--- src/rtl/data_ram_bank_arbiter_if.sv ---
// Bus bundle between the LSU requester ports, the bank arbiter and the SRAM banks.
// Signal names keep the arbiter-relative direction suffix: _i is driven by the requester/bank
// side (master modport), _o is driven by the arbiter (slave modport).
//   req_*   : per-requester request channel (valid/ready handshake)
//   rsp_*   : per-requester response channel (no backpressure)
//   bank_*  : per-bank single-port SRAM macro interface (1-cycle read latency)
`timescale 1ns/1ps
interface data_ram_bank_arbiter_if #(
  parameter int unsigned NUM_REQ   = 4,
  parameter int unsigned NUM_BANKS = 4,
  parameter int unsigned ADDR_W    = 32,
  parameter int unsigned DATA_W    = 32,
  parameter int unsigned BANK_AW   = 13
);
  logic [NUM_REQ-1:0]              req_valid_i;
  logic [NUM_REQ-1:0]              req_ready_o;
  logic [NUM_REQ*ADDR_W-1:0]       req_addr_i;
  logic [NUM_REQ-1:0]              req_we_i;
  logic [NUM_REQ*DATA_W/8-1:0]     req_be_i;
  logic [NUM_REQ*DATA_W-1:0]       req_wdata_i;
  logic [NUM_REQ-1:0]              rsp_valid_o;
  logic [NUM_REQ*DATA_W-1:0]       rsp_rdata_o;
  logic [NUM_REQ-1:0]              rsp_err_o;
  logic [NUM_BANKS-1:0]            bank_req_o;
  logic [NUM_BANKS-1:0]            bank_we_o;
  logic [NUM_BANKS*BANK_AW-1:0]    bank_addr_o;
  logic [NUM_BANKS*DATA_W/8-1:0]   bank_be_o;
  logic [NUM_BANKS*DATA_W-1:0]     bank_wdata_o;
  logic [NUM_BANKS*DATA_W-1:0]     bank_rdata_i;

  modport slave (
    input  req_valid_i, req_addr_i, req_we_i, req_be_i, req_wdata_i, bank_rdata_i,
    output req_ready_o, rsp_valid_o, rsp_rdata_o, rsp_err_o,
    output bank_req_o, bank_we_o, bank_addr_o, bank_be_o, bank_wdata_o
  );

  modport master (
    output req_valid_i, req_addr_i, req_we_i, req_be_i, req_wdata_i, bank_rdata_i,
    input  req_ready_o, rsp_valid_o, rsp_rdata_o, rsp_err_o,
    input  bank_req_o, bank_we_o, bank_addr_o, bank_be_o, bank_wdata_o
  );
endinterface

--- src/rtl/data_ram_bank_arbiter.sv ---
// Shares the data-RAM banks between NUM_REQ requesters. Each address is decoded to a bank and
// word; every bank runs its own round-robin arbiter and drives a single-port SRAM macro with
// 1-cycle read latency. Responses return in order, one cycle after acceptance.
// Ports:
//   clk, reset      : clock, synchronous active-high reset
//   bus (slave)     : request/response channels and bank SRAM signals (see interface file)
//   perf_conflict_o : per-bank saturating conflict counters (only with DATA_RAM_ARB_PERF_CNT_EN)
// Optional feature macro: DATA_RAM_ARB_PERF_CNT_EN.
`timescale 1ns/1ps
module data_ram_bank_arbiter #(
  parameter int unsigned NUM_REQ   = 4,
  parameter int unsigned NUM_BANKS = 4,
  parameter int unsigned ADDR_W    = 32,
  parameter int unsigned DATA_W    = 32,
  parameter logic [31:0] BANK_SIZE = 32'h8000,
  parameter logic [31:0] DATA_BASE = 32'h8000
) (
  input logic                    clk,
  input logic                    reset,
  data_ram_bank_arbiter_if.slave bus
`ifdef DATA_RAM_ARB_PERF_CNT_EN
  ,
  output logic [NUM_BANKS*32-1:0] perf_conflict_o
`endif
);

  localparam int unsigned BeW   = DATA_W / 8;
  localparam int unsigned BankW = (NUM_BANKS > 1) ? $clog2(NUM_BANKS) : 1;
  localparam int unsigned ReqW  = (NUM_REQ > 1) ? $clog2(NUM_REQ) : 1;
  localparam int unsigned OffW  = $clog2(BANK_SIZE);
  localparam int unsigned WordW = OffW - 2;
  localparam int unsigned LoW   = OffW + BankW;

  localparam logic [ADDR_W-1:0] DataBase = ADDR_W'(DATA_BASE);
  localparam logic [ADDR_W-1:0] DataEnd  = ADDR_W'(DATA_BASE + NUM_BANKS * BANK_SIZE);

  // ---------------------------------------------------------------------------------------------
  // Address decode
  // ---------------------------------------------------------------------------------------------
  logic [NUM_REQ-1:0] dec_err;
  logic [LoW-1:0]     dec_off  [NUM_REQ];
  logic [BankW-1:0]   dec_bank [NUM_REQ];
  logic [WordW-1:0]   dec_word [NUM_REQ];

  always_comb begin
    for (int unsigned r = 0; r < NUM_REQ; r++) begin
      // Only the low bits of the offset matter once the range check has passed.
      dec_off[r]  = bus.req_addr_i[r*ADDR_W +: LoW] - DataBase[LoW-1:0];
      dec_bank[r] = dec_off[r][OffW +: BankW];
      dec_word[r] = dec_off[r][OffW-1:2];
      // DATA_BASE is word aligned, so offset alignment equals address alignment.
      dec_err[r]  = (bus.req_addr_i[r*ADDR_W +: ADDR_W] < DataBase) ||
                    (bus.req_addr_i[r*ADDR_W +: ADDR_W] >= DataEnd) ||
                    (dec_off[r][1:0] != 2'b00);
    end
  end

  // Valid, decodable requests per bank.
  logic [NUM_REQ-1:0] cand [NUM_BANKS];

  always_comb begin
    for (int unsigned b = 0; b < NUM_BANKS; b++) begin
      cand[b] = '0;
      for (int unsigned r = 0; r < NUM_REQ; r++) begin
        cand[b][r] = bus.req_valid_i[r] && !dec_err[r] && (dec_bank[r] == BankW'(b));
      end
    end
  end

  // ---------------------------------------------------------------------------------------------
  // Per-bank round-robin arbitration
  // ---------------------------------------------------------------------------------------------
  logic [ReqW-1:0]      rr_q    [NUM_BANKS];
  logic [NUM_BANKS-1:0] gnt_v;
  logic [ReqW-1:0]      gnt_idx [NUM_BANKS];
  int unsigned          k;

  always_comb begin
    k = 0;
    for (int unsigned b = 0; b < NUM_BANKS; b++) begin
      gnt_v[b]   = 1'b0;
      gnt_idx[b] = '0;
      if (!reset) begin
        for (int unsigned i = 0; i < NUM_REQ; i++) begin
          k = (32'(rr_q[b]) + i) % NUM_REQ;
          if (!gnt_v[b] && cand[b][ReqW'(k)]) begin
            gnt_v[b]   = 1'b1;
            gnt_idx[b] = ReqW'(k);
          end
        end
      end
    end
  end

  // A requester targets exactly one bank, so it can win at most one grant per cycle.
  // Error requests are accepted immediately and never reach a bank.
  always_comb begin
    bus.req_ready_o = '0;
    for (int unsigned r = 0; r < NUM_REQ; r++) begin
      bus.req_ready_o[r] = !reset && bus.req_valid_i[r] && dec_err[r];
    end
    for (int unsigned b = 0; b < NUM_BANKS; b++) begin
      if (gnt_v[b]) begin
        bus.req_ready_o[gnt_idx[b]] = 1'b1;
      end
    end
  end

  // Bank outputs follow the granted request; all zero while the bank is idle.
  always_comb begin
    bus.bank_req_o   = '0;
    bus.bank_we_o    = '0;
    bus.bank_addr_o  = '0;
    bus.bank_be_o    = '0;
    bus.bank_wdata_o = '0;
    for (int unsigned b = 0; b < NUM_BANKS; b++) begin
      if (gnt_v[b]) begin
        bus.bank_req_o[b]                  = 1'b1;
        bus.bank_we_o[b]                   = bus.req_we_i[gnt_idx[b]];
        bus.bank_addr_o[b*WordW +: WordW]  = dec_word[gnt_idx[b]];
        bus.bank_be_o[b*BeW +: BeW]        = bus.req_be_i[gnt_idx[b]*BeW +: BeW];
        bus.bank_wdata_o[b*DATA_W +: DATA_W] = bus.req_wdata_i[gnt_idx[b]*DATA_W +: DATA_W];
      end
    end
  end

  // ---------------------------------------------------------------------------------------------
  // Response pipeline and pointer state
  // ---------------------------------------------------------------------------------------------
  logic [NUM_REQ-1:0] rsp_v_q;
  logic [NUM_REQ-1:0] rsp_err_q;
  logic [NUM_REQ-1:0] rsp_we_q;
  logic [BankW-1:0]   rsp_bank_q [NUM_REQ];

  always_ff @(posedge clk) begin
    if (reset) begin
      rsp_v_q   <= '0;
      rsp_err_q <= '0;
      rsp_we_q  <= '0;
      for (int unsigned r = 0; r < NUM_REQ; r++) begin
        rsp_bank_q[r] <= '0;
      end
      for (int unsigned b = 0; b < NUM_BANKS; b++) begin
        rr_q[b] <= '0;
      end
    end else begin
      rsp_v_q   <= bus.req_ready_o;
      rsp_err_q <= bus.req_ready_o & dec_err;
      rsp_we_q  <= bus.req_ready_o & bus.req_we_i;
      for (int unsigned r = 0; r < NUM_REQ; r++) begin
        rsp_bank_q[r] <= dec_bank[r];
      end
      for (int unsigned b = 0; b < NUM_BANKS; b++) begin
        if (gnt_v[b]) begin
          rr_q[b] <= ReqW'((32'(gnt_idx[b]) + 1) % NUM_REQ);
        end
      end
    end
  end

  // Masking with reset drops a response that would otherwise show during the reset cycle.
  always_comb begin
    bus.rsp_valid_o = rsp_v_q & ~{NUM_REQ{reset}};
    bus.rsp_err_o   = rsp_err_q & ~{NUM_REQ{reset}};
    bus.rsp_rdata_o = '0;
    for (int unsigned r = 0; r < NUM_REQ; r++) begin
      if (bus.rsp_valid_o[r] && !rsp_err_q[r] && !rsp_we_q[r]) begin
        bus.rsp_rdata_o[r*DATA_W +: DATA_W] = bus.bank_rdata_i[rsp_bank_q[r]*DATA_W +: DATA_W];
      end
    end
  end

`ifdef DATA_RAM_ARB_PERF_CNT_EN
  // ---------------------------------------------------------------------------------------------
  // Conflict counters: cycles with two or more contenders on a bank, saturating
  // ---------------------------------------------------------------------------------------------
  logic [31:0] conflict_q [NUM_BANKS];

  always_ff @(posedge clk) begin
    for (int unsigned b = 0; b < NUM_BANKS; b++) begin
      if (reset) begin
        conflict_q[b] <= '0;
      end else if (($countones(cand[b]) >= 2) && (conflict_q[b] != 32'hFFFF_FFFF)) begin
        conflict_q[b] <= conflict_q[b] + 32'd1;
      end
    end
  end

  always_comb begin
    perf_conflict_o = '0;
    for (int unsigned b = 0; b < NUM_BANKS; b++) begin
      perf_conflict_o[b*32 +: 32] = conflict_q[b];
    end
  end
`endif

endmodule

--- src/flat_wrapper.sv ---
// flat-port wrapper written by rule: the top's interface ports become plain ports
module data_ram_bank_arbiter_flat 
#(
  parameter int unsigned NUM_REQ   = 4,
  parameter int unsigned NUM_BANKS = 4,
  parameter int unsigned ADDR_W    = 32,
  parameter int unsigned DATA_W    = 32,
  parameter logic [31:0] BANK_SIZE = 32'h8000,
  parameter logic [31:0] DATA_BASE = 32'h8000
)
  (clk, reset, bus_req_valid_i, bus_req_addr_i, bus_req_we_i, bus_req_be_i, bus_req_wdata_i, bus_bank_rdata_i, bus_req_ready_o, bus_rsp_valid_o, bus_rsp_rdata_o, bus_rsp_err_o, bus_bank_req_o, bus_bank_we_o, bus_bank_addr_o, bus_bank_be_o, bus_bank_wdata_o);
  data_ram_bank_arbiter_if #(.NUM_REQ(NUM_REQ), .NUM_BANKS(NUM_BANKS), .ADDR_W(ADDR_W), .DATA_W(DATA_W), .BANK_AW(13)) bus_i ();
  input logic clk;
  input logic reset;
  input wire logic [$bits(bus_i.req_valid_i)-1:0] bus_req_valid_i;
  input wire logic [$bits(bus_i.req_addr_i)-1:0] bus_req_addr_i;
  input wire logic [$bits(bus_i.req_we_i)-1:0] bus_req_we_i;
  input wire logic [$bits(bus_i.req_be_i)-1:0] bus_req_be_i;
  input wire logic [$bits(bus_i.req_wdata_i)-1:0] bus_req_wdata_i;
  input wire logic [$bits(bus_i.bank_rdata_i)-1:0] bus_bank_rdata_i;
  output wire logic [$bits(bus_i.req_ready_o)-1:0] bus_req_ready_o;
  output wire logic [$bits(bus_i.rsp_valid_o)-1:0] bus_rsp_valid_o;
  output wire logic [$bits(bus_i.rsp_rdata_o)-1:0] bus_rsp_rdata_o;
  output wire logic [$bits(bus_i.rsp_err_o)-1:0] bus_rsp_err_o;
  output wire logic [$bits(bus_i.bank_req_o)-1:0] bus_bank_req_o;
  output wire logic [$bits(bus_i.bank_we_o)-1:0] bus_bank_we_o;
  output wire logic [$bits(bus_i.bank_addr_o)-1:0] bus_bank_addr_o;
  output wire logic [$bits(bus_i.bank_be_o)-1:0] bus_bank_be_o;
  output wire logic [$bits(bus_i.bank_wdata_o)-1:0] bus_bank_wdata_o;
  assign bus_i.req_valid_i = bus_req_valid_i;
  assign bus_i.req_addr_i = bus_req_addr_i;
  assign bus_i.req_we_i = bus_req_we_i;
  assign bus_i.req_be_i = bus_req_be_i;
  assign bus_i.req_wdata_i = bus_req_wdata_i;
  assign bus_i.bank_rdata_i = bus_bank_rdata_i;
  assign bus_req_ready_o = bus_i.req_ready_o;
  assign bus_rsp_valid_o = bus_i.rsp_valid_o;
  assign bus_rsp_rdata_o = bus_i.rsp_rdata_o;
  assign bus_rsp_err_o = bus_i.rsp_err_o;
  assign bus_bank_req_o = bus_i.bank_req_o;
  assign bus_bank_we_o = bus_i.bank_we_o;
  assign bus_bank_addr_o = bus_i.bank_addr_o;
  assign bus_bank_be_o = bus_i.bank_be_o;
  assign bus_bank_wdata_o = bus_i.bank_wdata_o;
  data_ram_bank_arbiter #(.NUM_REQ(NUM_REQ), .NUM_BANKS(NUM_BANKS), .ADDR_W(ADDR_W), .DATA_W(DATA_W), .BANK_SIZE(BANK_SIZE), .DATA_BASE(DATA_BASE)) u_core (.clk(clk), .reset(reset), .bus(bus_i));
endmodule
--- config.mk ---
export PLATFORM = sky130hd
export DESIGN_NAME = data_ram_bank_arbiter_flat
export DESIGN_NICKNAME = d
export VERILOG_FILES = /design/src/rtl/data_ram_bank_arbiter_if.sv /design/src/rtl/data_ram_bank_arbiter.sv /design/src/flat_wrapper.sv
export SDC_FILE = /design/constraint.sdc
export NUM_CORES = 1
export LEC_CHECK = 0
export ABC_AREA = 1
export BUFFER_PORTS_ARGS = -buffer_cell sky130_fd_sc_hd__buf_2
export CORE_AREA = 2 2 296 298
export DETAILED_ROUTE_END_ITERATION = 7
export DIE_AREA = 0 0 298 300
export PLACE_DENSITY = 0.42
export SLEW_MARGIN = 10
export SYNTH_ARGS = -nofsm -noshare
export SYNTH_HDL_FRONTEND = slang
export SYNTH_SLANG_ARGS = --single-unit
--- constraint.sdc ---
create_clock -name clk -period 2.84 [get_ports clk]
set_input_delay 0.284 -clock clk [delete_from_list [all_inputs] [get_ports clk]]
set_output_delay 0.284 -clock clk [all_outputs]
set_load 0.005 [all_outputs]
# Yosys cells after proc, flatten, opt, wreduce, memory -nomap -nowiden
# Memory sizes are Yosys's and may differ from the RTL's.
# Index checks and enable logic that the tools add are counted.
[totals] regBits=12 word_cells=358 input_bits=410 ram_bits=16 memories=2
[op_classes] n_eq_ne=12 reduce_logical=93 order_cmp=36 shift=12 bitwise=21 addsub=20 n_mux=159
[mem_list] name="u_core.rr_q" words=4 word_bits=2 read_ports=4 rd_ports_with_merged_regs=0 write_ports=4 line_no="data_ram_bank_arbiter.sv:73" rtl="logic [ReqW-1:0] rr_q [NUM_BANKS];"
[mem_list] name="u_core.rsp_bank_q" words=4 word_bits=2 read_ports=4 rd_ports_with_merged_regs=0 write_ports=4 line_no="data_ram_bank_arbiter.sv:133" rtl="logic [BankW-1:0] rsp_bank_q [NUM_REQ];"
[ops] operator="128-bit by 8-bit indexed part select with 32-bit output" count=8
[ops] operator="32-bit 2-to-1 mux" count=8
[ops] operator="13-bit 2-to-1 mux" count=12
[ops] operator="32-bit by 18-bit greater-or-equal comparator with 1-bit output (second input constant)" count=4
[ops] operator="32-bit by 16-bit < comparator with 1-bit output (second input constant)" count=4
[ops] operator="13-bit binary-select mux with 2-bit select" count=4
[ops] operator="1-bit 2-to-1 mux" count=75
[ops] operator="17-bit by 16-bit subtractor with 17-bit output (second input constant)" count=4
[ops] operator="16-bit by 5-bit indexed part select with 4-bit output" count=4
[ops] operator="2-bit by 3-bit < comparator with 1-bit output (second input constant)" count=20
[ops] operator="2-bit 2-to-1 mux" count=28
[ops] operator="1-bit logical AND" count=52
[ops] operator="1-bit binary-select mux with 2-bit select" count=20
[ops] operator="4-bit 2-to-1 mux" count=8
[ops] operator="1-bit zero test" count=25
[ops] operator="2-bit by 1-bit adder with 2-bit output (second input constant)" count=8
[ops] operator="2-bit adder (second input constant)" count=8
[ops] operator="4-bit bitwise AND" count=4
[ops] operator="2-bit == test (second input constant)" count=8
[ops] operator="4-bit OR" count=4
[ops] operator="3-bit greater-or-equal comparator (second input constant)" count=4
[ops] operator="2-bit inverter with 3-bit output" count=4
[ops] operator="1-bit demux with 2-bit select" count=4
[ops] operator="2-bit by 1-bit == test with 1-bit output (second input constant)" count=4
[ops] operator="6 further kinds" count=29

# Longest topological paths before layout
[depth] ltp_word=35 depth_mapped=26 depth_no_buf=24

# Worst setup path before layout
# OpenSTA, ideal clock, no wires.
[synth_timing] kind="input-to-output" start="input bus_req_addr_i[80]" end="output bus_req_ready_o[1]" cell_stages=24 required_ns=2.556 t_arrival_ns=2.706 n_path_buf=3 setup_slack_ns=-0.150 path_cell_list="inv_1 -> ha_1 -> nand2_1 -> nor3_1 -> nand3b_1 -> and2_1 -> buf_6 -> nand3_1 -> nand2_1 -> nand3_1 -> nand2_2 -> nor2_4 -> nand3_1 -> nand2_1 -> inv_2 -> nand2_4 -> buf_6 -> buf_4 -> inv_1 -> ha_1 -> nand2_1 -> nand2_1 -> nor2_1 -> inv_1"
[synth_via] elab_chain_cells=34
[synth_rtl] element="from (decl)" line_no="flat_wrapper.sv:16" rtl="input wire logic [$bits(bus_i.req_addr_i)-1:0] bus_req_addr_i;"
[synth_rtl] element="32-bit by 16-bit < comparator with 1-bit output / 32-bit by 18-bit greater-or-equal comparator with 1-bit output (equally long branches)" line_no="data_ram_bank_arbiter.sv:52, data_ram_bank_arbiter.sv:53"
[synth_rtl] element="1-bit logical OR" line_no="data_ram_bank_arbiter.sv:52" rtl="dec_err[r] = (bus.req_addr_i[r*ADDR_W +: ADDR_W] < DataBase) ||"
[synth_rtl] element="1-bit logical OR" line_no="data_ram_bank_arbiter.sv:53" rtl="(bus.req_addr_i[r*ADDR_W +: ADDR_W] >= DataEnd) ||"
[synth_rtl] element="1-bit zero test" line_no="data_ram_bank_arbiter.sv:65" rtl="cand[b][r] = bus.req_valid_i[r] && !dec_err[r] && (dec_bank[r] == BankW'(b));"
[synth_rtl] element="1-bit logical AND (2 in a row)" line_no="data_ram_bank_arbiter.sv:65"
[synth_rtl] element="1-bit binary-select mux with 2-bit select" line_no="data_ram_bank_arbiter.sv:86" rtl="if (!gnt_v[b] && cand[b][ReqW'(k)]) begin"
[synth_rtl] element="1-bit 2-to-1 mux (not written as such)" line_no="data_ram_bank_arbiter.sv:86"
[synth_rtl] element="1-bit 2-to-1 mux" line_no="data_ram_bank_arbiter.sv:86"
[synth_rtl] element="[... 17 more ...]"
[synth_rtl] element="4-bit OR (no line)"
[synth_rtl] element="4-bit 2-to-1 mux" line_no="data_ram_bank_arbiter.sv:103" rtl="if (gnt_v[b]) begin"
[synth_rtl] element="4-bit OR (no line)"
[synth_rtl] element="4-bit 2-to-1 mux" line_no="data_ram_bank_arbiter.sv:103"
[synth_rtl] element="4-bit OR (no line)"
[synth_rtl] element="4-bit 2-to-1 mux" line_no="data_ram_bank_arbiter.sv:103"
[synth_rtl] element="4-bit OR (no line)"
[synth_rtl] element="4-bit 2-to-1 mux (*)" line_no="data_ram_bank_arbiter.sv:103"
[synth_rtl] element="to (decl)" line_no="flat_wrapper.sv:21" rtl="output wire logic [$bits(bus_i.req_ready_o)-1:0] bus_req_ready_o;"
# Mark *: on every way between the ends. The rest lies on a longest branch, timed or not. The select of a mux whose other input is x is not followed.

# Final worst setup path
[layout_timing] start="input bus_req_addr_i[15]" end="output bus_bank_wdata_o[28]"
[layout_via] elab_chain_cells=24
[layout_rtl] element="32-bit by 16-bit < comparator with 1-bit output / 32-bit by 18-bit greater-or-equal comparator with 1-bit output (equally long branches)" line_no="data_ram_bank_arbiter.sv:52, data_ram_bank_arbiter.sv:53"
[layout_rtl] element="1-bit logical OR" line_no="data_ram_bank_arbiter.sv:52"
[layout_rtl] element="1-bit logical OR" line_no="data_ram_bank_arbiter.sv:53"
[layout_rtl] element="1-bit zero test" line_no="data_ram_bank_arbiter.sv:65"
[layout_rtl] element="1-bit logical AND" line_no="data_ram_bank_arbiter.sv:65"
[layout_rtl] element="1-bit logical AND (*)" line_no="data_ram_bank_arbiter.sv:65"
[layout_rtl] element="1-bit binary-select mux with 2-bit select" line_no="data_ram_bank_arbiter.sv:86"
[layout_rtl] element="1-bit 2-to-1 mux (not written as such)" line_no="data_ram_bank_arbiter.sv:86"
[layout_rtl] element="[... 8 more ...]"
[layout_rtl] element="1-bit 2-to-1 mux" line_no="data_ram_bank_arbiter.sv:86"
[layout_rtl] element="1-bit 2-to-1 mux" line_no="data_ram_bank_arbiter.sv:83" rtl="if (!reset) begin"
[layout_rtl] element="1-bit zero test" line_no="data_ram_bank_arbiter.sv:86"
[layout_rtl] element="1-bit logical AND" line_no="data_ram_bank_arbiter.sv:86"
[layout_rtl] element="2-bit 2-to-1 mux" line_no="data_ram_bank_arbiter.sv:86"
[layout_rtl] element="2-bit 2-to-1 mux" line_no="data_ram_bank_arbiter.sv:83"
[layout_rtl] element="128-bit by 8-bit indexed part select with 32-bit output" line_no="data_ram_bank_arbiter.sv:122" rtl="bus.bank_wdata_o[b*DATA_W +: DATA_W] = bus.req_wdata_i[gnt_idx[b]*DATA_W +: DATA_W];"
[layout_rtl] element="32-bit 2-to-1 mux (*)" line_no="data_ram_bank_arbiter.sv:117" rtl="if (gnt_v[b]) begin"
[layout_rtl] element="to (decl)" line_no="flat_wrapper.sv:29" rtl="output wire logic [$bits(bus_i.bank_wdata_o)-1:0] bus_bank_wdata_o;"
# Marked as above.

==> reports/results.md <==
• number of DRC violations after detailed routing: 0
• post-route minimum period: 3.36 ns
• post-detailed-route count of antenna-violating nets: 0
• Worst-Skew Late Latency: 0.28 ns
• total track usage: 0.250
• Yosys warning count: 0
• detail-routed net length per standard cell: 23.8 µm
• TritonCTS clock tree: yes
• highest attainable clock frequency: 298 MHz
• number of optimization iterations in the first detailed-route pass: 6
• family of cells with the greatest summed delay on the critical path: simple AND/OR/NAND/NOR gates
• sum of buffers and inverters on the critical path: 7
• worst ir drop on vdd: 0.420 mV
• number of clock sinks: 28
• crit path capture type: output pin
• total CTS buffers: 3
• Worst slew margin: 0.404
• post-layout utilization of the core: 0.356
• peak per-stage delay on the critical path: 0.19 ns
• ratio of cells with drive above 1 in the final layout: 0.470
• clock root cell: clkbuf_16
• synthesized cell area: 15800 µm²
• total half-perimeter wirelength after legalization and detailed placement: 81.1 mm
• CP cell instances: buf_2, nor2_4, xnor2_2, nand3_4, nor2_4, buf_6, buf_4, nand3_1, nand2_2, nor2_4, nand3_4, nor2_4, nor2_8, nand3_4, buf_12, buf_16, clkbuf_16, o21ai_2, nor2_1, nor2_1, buf_2
• post-synthesis register bit count: 28
• total non-filler cell area in the finished layout: 30700 µm²
• Distinct cells, synth: 38
• number of nets in the finished design: 4754
• antenna violations before repair: 21
• Clock H-tree levels: 1
• area of the die: 89400 µm²
• number of DRC markers after the initial detailed-route iteration: 2275
• number of cells in the design after placement: 5269
• number of fill cells: 9589
• count of standard-cell rows: 108
• Mapped Nets: 3802
• Most common cell on crit path: nor2_4
• P per Cell Area: 638 nW/µm²
• die span in y: 300 µm
• first-pass GRT wire length: 169 mm
• ratio of routed vias to standard cells: 5.13
• area growth from synthesis to final layout: 93.9%
• syn_area_per_cell: 4.72 µm²
• violated checks: negative setup slack
• via count of the first global-routing pass: 25143
• # hold bufs at CTS: 0
• Post-Route Skew: 0.00418 ns
• final setup vio count: 210
• gpl congestion: 0.954
• io pins: 754
• synthesized instance count: 3358
• final setup margin: -0.519 ns
• max cap viols: 0
• Hold/Removal Path Class: in2reg
• worst path arrival time: 3.07 ns
• Die Width: 298 µm
• pin count of the biggest net entering global routing: 93
• unrepaired setup endpoints after global routing: true
• CP Max Fanout: 8
• routed via count: 28085
• highest-count cells in the layout ignoring fill and taps: buf_2, nand2_1, nor2_1
• slew at the pin closest to its max-slew limit: 0.894 ns
• I/O Buffers: 753
• leakage component of the power: 15.2 nW
• critical path's slowest cell: buf_12
• total congestion overflow after global routing: 0
• Routed Wire Length: 130 mm
• most common library cell in the layout ignoring fill and taps: buf_2
• Clock Path Buffers: 2
• Placed Area: 22500 µm²
• Core Box Area: 86200 µm²
• Clock transition at path regs: 0.08 ns
• Worst EP required: 2.56 ns
• final period utilization: 1.18
• Non-Filler Instances: 5476
• status: finished, violations left
• class of the most critical setup path: in2out
• category of the worst setup path launch point: input pin
• Final Hold Violating Endpoints: 0
• sequential cell area fraction in the yosys report: 0.0404
• effective utilization at floorplan: 0.184
• number of max-slew violations in the final report: 0
[flip-flops by register name (all words and copies together), names as in the netlist]
name,cells
u_core.rr_q,8
u_core.rsp_bank_q,8
u_core.rsp_err_q,4
u_core.rsp_v_q,4
u_core.rsp_we_q,4
[layer usage]
metal	vias up	part of all wire	global-route usage
li1	12927	-	-
met1	13184	0.38	0.294
met2	1587	0.48	0.447
met3	371	0.083	0.0444
met4	16	0.052	0.0987
met5	-	0.00081	0
[through the flow]
step | power [mW] | setup TNS, ns | worst slack [ns] | hold WS [ns]
6_report | 19.6 | -75.30 | -0.519 | 0.291
4_1_cts | 16.5 | -89.01 | -0.517 | 0.286
3_5_place_dp | 11.9 | -176.27 | -1.13 | 0.581
3_3_place_gp | 12.0 | -175.28 | -1.12 | 0.575
5_1_grt | 20.6 | -114.86 | -0.677 | 0.298
2_1_floorplan | 6.60 | -0.0629 | -0.0350 | 0.356
[power by group]
group / internal, mW / switching, mW / total (mW)
logic: 8.03 / 10.5 / 18.5
clock network: 0.217 / 0.170 / 0.387
registers: 0.521 / 0.160 / 0.681
total: 8.77 / 10.8 / 19.6
[cells by family after synthesis]
group	count (synthesis)	share of synthesized area
buf+inv	536	0.147
compound gates	505	0.181
xor+xnor	7	0.00387
simple gates	2248	0.601
fa+ha+maj	34	0.0268
flops	28	0.0404
[layout make-up]
class                   count  area (µm²)  share of cell area
inverters                 260        1070              0.0348
repair buffers           1223       10900               0.354
multi-input cells        2794       16500               0.538
well taps                1155        1450              0.0470
diodes                     12        30.0            0.000977
flip-flops and latches     28         661              0.0215
clock buffers               4        88.8             0.00289
[final timing paths]
check,slack [ns],cells past startpoint,endpoint,startpoint
setup / recovery,-0.52,21,bus_bank_wdata_o[28],bus_req_addr_i[15]
setup reg to reg,0.01,18,u_core.rsp_we_q[1],u_core.rr_q[0][0]
hold reg to reg,1.01,5,u_core.rr_q[0][0],u_core.rr_q[0][1]
hold / removal,0.29,3,u_core.rsp_bank_q[3][0],bus_req_addr_i[111]
[worst register-to-register path, cell delays in order, from the launching register on]
cell and delay [ns]:
edfxtp_1 0.49, inv_1 0.21, nand3_1 0.22, nand2_2 0.10
nor2_4 0.12, nand3_4 0.13, nor2_4 0.19, nor2_8 0.07
nand3_4 0.12, buf_12 0.11, clkbuf_16 0.17, inv_4 0.05
ha_4 0.16, nand2_2 0.08, nand3_2 0.08, nor2_4 0.13
buf_12 0.13, buf_4 0.12, nor2_1 0.03
[synth_stat cells]
| master | n | share of area |
|---|---|---|
| inv_2 | 8 | 0.0019 |
| nor3_2 | 1 | 0.00063 |
| o21ai_0 | 184 | 0.058 |
| o21ai_1 | 27 | 0.0085 |
| buf_6 | 22 | 0.016 |
| dfxtp_1 | 20 | 0.025 |
| xnor2_1 | 5 | 0.0028 |
| nand3_2 | 2 | 0.0013 |
| ha_1 | 34 | 0.027 |
| nand3_4 | 1 | 0.0011 |
| o211ai_1 | 5 | 0.0024 |
| a21oi_1 | 160 | 0.051 |
| clkinv_1 | 1 | 0.00024 |
| o21bai_1 | 3 | 0.0014 |
| buf_4 | 12 | 0.0057 |
| buf_2 | 83 | 0.026 |
| or2_2 | 1 | 0.00039 |
| and3_1 | 1 | 0.00039 |
| nand3_1 | 433 | 0.14 |
| nand2_1 | 898 | 0.21 |
| buf_1 | 18 | 0.0043 |
| inv_1 | 251 | 0.059 |
| a21boi_0 | 2 | 0.00095 |
| nand2_4 | 3 | 0.0021 |
| xor2_1 | 2 | 0.0011 |
| nor2_8 | 1 | 0.0013 |
| a211oi_1 | 124 | 0.059 |
| clkbuf_1 | 140 | 0.033 |
| nand2_2 | 6 | 0.0024 |
| nand4_1 | 62 | 0.024 |
| nor3_1 | 128 | 0.040 |
| nor2_1 | 675 | 0.16 |
| buf_8 | 1 | 0.00095 |
| nor2_2 | 8 | 0.0032 |
| edfxtp_1 | 8 | 0.015 |
| nand3b_1 | 24 | 0.011 |
| and2_1 | 1 | 0.00039 |
| nor2_4 | 3 | 0.0021 |
[what timing repair did]
item                                    in CTS  in global routing
resized for setup                          399                902
hold endpoints to repair                     0                  0
cloned                                      45                 49
endpoints found under the setup margin     224                223
setup buffers                               54                 58
pin swaps                                  127                377
Power figures use the tool's default switching activity.
